## src/rtl/pipe_stage_skid.sv

```systemverilog
// pipe_stage_skid: pipeline-stage register carrying PC, branch-delay flag and
// an opaque payload between two pipeline stages, with valid/ready handshake,
// flush-to-bubble and an optional skid entry.
//
// Ports:
//   clk        rising-edge clock
//   reset      synchronous, active-low reset
//   in_valid   upstream presents an instruction
//   in_ready   stage accepts input this cycle
//   in_pc      PC of incoming instruction
//   in_bd      incoming instruction is in a branch-delay slot
//   in_data    incoming payload
//   out_valid  head entry valid
//   out_ready  downstream consumes the head entry
//   out_pc     PC of head entry (or of the bubble / last drained entry)
//   out_bd     branch-delay flag of head entry (or of the bubble)
//   out_data   head payload
//   flush      discard all contents and insert a bubble
//   flush_pc   PC carried by the bubble
//   flush_bd   branch-delay flag carried by the bubble
//   occupancy  number of valid entries held (0..2)
//
// SKID=1: two entries (head + skid), in_ready registered as !skid_valid.
// SKID=0: single entry, in_ready = !out_valid | out_ready (combinational).
module pipe_stage_skid #(
  parameter int unsigned           DATA_W   = 32,
  parameter int unsigned           PC_W     = 32,
  parameter logic [PC_W-1:0]       RESET_PC = PC_W'(32'h00003000),
  parameter int unsigned           SKID     = 1
) (
  input  logic              clk,
  input  logic              reset,
  input  logic              in_valid,
  output logic              in_ready,
  input  logic [PC_W-1:0]   in_pc,
  input  logic              in_bd,
  input  logic [DATA_W-1:0] in_data,
  output logic              out_valid,
  input  logic              out_ready,
  output logic [PC_W-1:0]   out_pc,
  output logic              out_bd,
  output logic [DATA_W-1:0] out_data,
  input  logic              flush,
  input  logic [PC_W-1:0]   flush_pc,
  input  logic              flush_bd,
  output logic [1:0]        occupancy
);

  logic              head_valid, head_valid_n;
  logic [PC_W-1:0]   head_pc,    head_pc_n;
  logic              head_bd,    head_bd_n;
  logic [DATA_W-1:0] head_data,  head_data_n;

  logic              skid_valid, skid_valid_n;
  logic [PC_W-1:0]   skid_pc,    skid_pc_n;
  logic              skid_bd,    skid_bd_n;
  logic [DATA_W-1:0] skid_data,  skid_data_n;

  logic accept;
  logic drain;

  // With a skid entry, in_ready depends only on a register, so out_ready
  // never reaches in_ready combinationally.
  assign in_ready = (SKID != 0) ? ~skid_valid : (~head_valid | out_ready);

  assign accept = in_valid & in_ready;
  assign drain  = head_valid & out_ready;

  always_comb begin
    head_valid_n = head_valid;
    head_pc_n    = head_pc;
    head_bd_n    = head_bd;
    head_data_n  = head_data;
    skid_valid_n = skid_valid;
    skid_pc_n    = skid_pc;
    skid_bd_n    = skid_bd;
    skid_data_n  = skid_data;

    if (flush) begin
      // Bubble: invalid head, but PC/BD still visible for EPC computation.
      // A same-cycle accept is dropped here.
      head_valid_n = 1'b0;
      skid_valid_n = 1'b0;
      head_pc_n    = flush_pc;
      head_bd_n    = flush_bd;
      head_data_n  = '0;
    end else if (SKID != 0) begin
      if (drain && skid_valid) begin
        // in_ready is 0 while skid is valid, so no accept can coincide.
        head_pc_n    = skid_pc;
        head_bd_n    = skid_bd;
        head_data_n  = skid_data;
        skid_valid_n = 1'b0;
      end else if (accept && (!head_valid || drain)) begin
        head_valid_n = 1'b1;
        head_pc_n    = in_pc;
        head_bd_n    = in_bd;
        head_data_n  = in_data;
      end else if (accept) begin
        skid_valid_n = 1'b1;
        skid_pc_n    = in_pc;
        skid_bd_n    = in_bd;
        skid_data_n  = in_data;
      end else if (drain) begin
        // Payload fields hold their last values.
        head_valid_n = 1'b0;
      end
    end else begin
      if (accept) begin
        head_valid_n = 1'b1;
        head_pc_n    = in_pc;
        head_bd_n    = in_bd;
        head_data_n  = in_data;
      end else if (drain) begin
        head_valid_n = 1'b0;
      end
    end
  end

  always_ff @(posedge clk) begin
    if (!reset) begin
      head_valid <= 1'b0;
      head_pc    <= RESET_PC;
      head_bd    <= 1'b0;
      head_data  <= '0;
      skid_valid <= 1'b0;
      skid_pc    <= '0;
      skid_bd    <= 1'b0;
      skid_data  <= '0;
    end else begin
      head_valid <= head_valid_n;
      head_pc    <= head_pc_n;
      head_bd    <= head_bd_n;
      head_data  <= head_data_n;
      skid_valid <= skid_valid_n;
      skid_pc    <= skid_pc_n;
      skid_bd    <= skid_bd_n;
      skid_data  <= skid_data_n;
    end
  end

  assign out_valid = head_valid;
  assign out_pc    = head_pc;
  assign out_bd    = head_bd;
  assign out_data  = head_data;
  assign occupancy = {1'b0, head_valid} + {1'b0, skid_valid};

endmodule

```

## config.mk

```make
export PLATFORM = sky130hd
export DESIGN_NAME = pipe_stage_skid
export DESIGN_NICKNAME = d
export VERILOG_FILES = /design/src/rtl/pipe_stage_skid.sv
export SDC_FILE = /design/constraint.sdc
export NUM_CORES = 1
export LEC_CHECK = 0
export CORE_MARGIN = 2
export CORE_UTILIZATION = 43
export CTS_CLUSTER_SIZE = 16
export DETAILED_ROUTE_END_ITERATION = 12
export GPL_ROUTABILITY_DRIVEN = 0
export GPL_TIMING_DRIVEN = 0
export PLACE_DENSITY = 0.77
export SLEW_MARGIN = 20
export SYNTH_ARGS = -nofsm -noshare
export SYNTH_HDL_FRONTEND = slang
export SYNTH_SLANG_ARGS = --single-unit
```

## constraint.sdc

```tcl
create_clock -name clk -period 1.3 [get_ports clk]
set_input_delay 0.39 -clock clk [delete_from_list [all_inputs] [get_ports clk]]
set_output_delay 0.39 -clock clk [all_outputs]
set_load 0.02 [all_outputs]
```

==> results.py <==
metrics = {
    "timing": {
        "relSlewSlack_pct": 34.5,
        "rsz0062_at_grt": "yes",
        "drv_slew": 0,
        "worstMarginPinSlew_ps": 983,
        "holdWs_ps": 433,
        "max_freq_ghz": 0.633,
        "hold_violations": 0,
        "setup_viol": 161,
        "post-route-period-util_pct": 121,
        "min_period_ps": 1580,
        "skew_ps": 6.96,
        "worst_slack_ps": -279,
    },
    "routing": {
        "met2WireLength_mm": 13.4,
        "drc": 0,
        "routedWlPerCell_um": 23.6,
        "highest_layer": "met4",
        "drt_iter0_drc": 755,
        "met3_length_mm": 2.15,
        "drt_first_pass_iters": 6,
        "vias_per_cell": 6.27,
        "met1_length_mm": 9.79,
        "num_vias": 7032,
        "wirelength_mm": 26.5,
        "ant_nets": 0,
    },
    "setup_path": {
        "worstPathRequired_ps": 1660,
        "max_stage_delay_ps": 410,
        "r2r_start": "out_valid$_SDFFE_PP0P_",
        "path_cells": "buf_6 > and4bb_4 > buf_12 > buf_12 > buf_12 > nand3_4 > a21oi_2",
        "path_common_cell": "buf_12",
        "crit_type": "flip-flop to flip-flop",
        "critPathSlowestCell": "dfxtp_4",
        "startpoint": "out_valid$_SDFFE_PP0P_",
        "critPathCaptureType": "flip-flop",
        "setup.worst_path.start_class": "flip-flop",
        "cp.arrival_ps": 1940,
        "critPathMaxFanout": 6,
    },
    "synthesis": {
        "syn_avg_cell_area_um2": 8.37,
        "synth_area_um2": 5750,
        "synth_xor_area_share_pct": 0,
        "ys_types": 29,
        "synth_fa_ha_area_share_pct": 0.217,
        "yosys.area.top_type": "dfxtp_1",
        "synthCells": 687,
        "yosys_warnings": 0,
        "synthSimpleGateAreaFrac_pct": 16.6,
        "synth_area_leaders": "dfxtp_1 46%, a21oi_1 11%, o21ai_0 5.9%",
        "netlist.area_leader.share_pct": 45.9,
        "synth_compound_area_share_pct": 29.9,
        "synth_top_family_by_area": "compound AO/OA/AOI/OAI gates",
        "syn_nets": 791,
        "ys_seq_elements": 132,
        "muxShareOfSynthArea_pct": 0.261,
        "seq_area_frac_synth_pct": 45.9,
    },
    "layout": {
        "syn2layout_area_growth_pct": 94.0,
        "diodes": 0,
        "n_fill_cell": 633,
        "drive_above_1_share_pct": 57.5,
        "nets": 1037,
        "final_util_pct": 85.0,
    },
    "place": {
        "hpwl_mm": 13.1,
        "place_worst_setup_slack_ps": -998,
        "placement.io_buffers": 170,
    },
    "grt": {
        "grt_pass1_vias": 6463,
        "track_usage_pct": 30.1,
        "grt_overflow": 0,
        "grt_pass1_wl_mm": 34.0,
        "antenna_found_initial": 0,
        "grt_max_degree": 17,
    },
    "cts": {
        "path_clk_slew_ps": 60,
        "worstSkewPairLatency_ps": 440,
        "htreeDepth": 4,
        "cts-buffers-inserted": 17,
        "cts_root_buf": "clkbuf_16",
        "cts_tree": "yes",
        "clockBufferDepth": 2,
        "clock-sinks": 132,
    },
    "floorplan": {
        "die_h_um": 120,
        "start_util_pct": 43.8,
        "core_um2": 13100,
        "die_w_um": 120,
        "io-pin-count": 172,
        "num_rows": 42,
        "die_area_um2": 14300,
    },
    "power": {
        "p_int_mw": 8.73,
        "p_seq_share_pct": 36.5,
        "powerDensity_nw_per_um2": 1070,
        "totalPowerFinal_mw": 11.9,
        "leakage_nw": 4.03,
        "switchingPower_mw": 3.19,
        "p_clk_share_pct": 44.0,
        "ir_worst_vdd_v": 0.00105,
        "switching_share_pct": 26.8,
        "combinationalPowerShare_pct": 19.5,
    },
    "outcome": {
        "violations": "setup timing",
        "status": "finished, violations left",
    },
    "run": {
        "maxCapViolCount": 0,
    },
    "worst_hold_path": {
        "hold_start": "flush",
        "hp-class": "input port to flip-flop",
    },
}
-- power by group through the flow --
stage / sequential (mW) / clock, mW / combinational (mW)
after global routing: 4.36 / 5.41 / 2.42
final: 4.35 / 5.25 / 2.33
after CTS: 4.35 / 5.17 / 1.88
after detailed placement: 4.36 / 0 / 1.55
after floorplan: 4.51 / 0 / 0.612
after global placement: 4.36 / 0 / 1.54
-- critical path: cells and delay by family, from the launching register on --
| family | cells | cell delay, ps |
|---|---|---|
| flip-flops | 1 | 410 |
| AO/OA/AOI/OAI | 1 | 170 |
| buffers and inverters | 4 | 550 |
| AND/OR/NAND/NOR | 2 | 370 |
-- flip-flops by register name (all words and copies together), names as in the netlist --
signal / count
out_valid: 1
skid_bd: 1
out_pc: 32
out_bd: 1
skid_pc: 32
out_data: 32
skid_data: 32
skid_valid: 1
-- layout make-up --
| type | count | area (µm²) | share of cell area (%) |
|---|---|---|---|
| Timing Repair Buffer | 231 | 2520 | 22.6 |
| Sequential cell | 132 | 2780 | 24.9 |
| Buffer | 77 | 658 | 5.90 |
| Clock buffer | 24 | 523 | 4.69 |
| Multi-Input combinational cell | 470 | 4320 | 38.7 |
| Clock inverter | 8 | 116 | 1.04 |
| Tap cell | 176 | 220 | 1.97 |
| Inverter | 4 | 17.5 | 0.157 |
-- layout by cell type, fill, tap and decap left out, drive strengths merged --
cell             n
buf            172
a21oi          132
dfxtp          132
clkdlybuf4s50   98
o21ai           68
nand3           66
nor3            65
clkbuf          59
nand2           34
o32ai           32
nor2            31
o41ai           31
inv              5
clkinv           4
bufinv           3
dlygate4sd2      3
o311ai           2
nand2b           2
and2b            1
mux2             1
and2             1
and4bb           1
nand4bb          1
a211oi           1
ha               1
-- path summary, 6_finish.rpt --
kind / endpoint / slack (ps) / depth (start not counted)
worst max-delay path: skid_pc[16]$_SDFFE_PN0P_ / -280 / 7
worst min-delay path: skid_data[0]$_SDFFE_PN0P_ / 430 / 3
worst max register to register: skid_pc[16]$_SDFFE_PN0P_ / -280 / 7
worst min register to register: skid_pc[13]$_SDFFE_PN0P_ / 470 / 2
-- synthesized netlist by cell type --
library cell / number
ha_1: 1
inv_2: 1
buf_1: 6
nand3_1: 66
buf_2: 25
nand2b_1: 2
nand4bb_1: 1
and2_1: 1
clkbuf_1: 39
buf_8: 2
mux2_4: 1
a21oi_1: 130
and4bb_2: 1
buf_6: 1
inv_1: 3
nand2_1: 33
o41ai_2: 18
a211oi_1: 1
nor2_1: 31
dfxtp_1: 132
buf_4: 8
o32ai_1: 32
o311ai_0: 2
o21ai_0: 68
nor3_1: 65
and2b_1: 1
a21oi_2: 2
nand2_2: 1
o41ai_1: 13
-- metrics by stage --
| step | setup TNS (ps) | cell area (µm²) | cells |
|---|---|---|---|
| after floorplan | -399 | 5850 | 687 |
| after global placement | -109110 | 7770 | 1033 |
| after detailed placement | -111540 | 7770 | 1033 |
| after CTS | -23920 | 9810 | 1094 |
| after global routing | -29640 | 11200 | 1122 |
| final | -25910 | 11200 | 1122 |
-- cells by family after synthesis --
family | Yosys count
flip-flops | 132
buffers and inverters | 85
multiplexers | 1
AO/OA/AOI/OAI | 266
AND/OR/NAND/NOR | 202
adder cells (fa/ha/maj) | 1
-- per-layer routing --
layer	vias up	track usage, %
met5	-	0
met4	0	12.0
met3	104	7.51
met2	463	50.2
met1	3403	37.4
li1	3062	-
-- what timing repair did --
action	CTS	global route
gates cloned	8	6
pin swaps	58	137
hold buffers	0	0
gates resized for setup	694	295
buffers inserted	21	32
endpoints found under the setup margin	200	176
No activity file was read; power rests on OpenSTA's default activity.
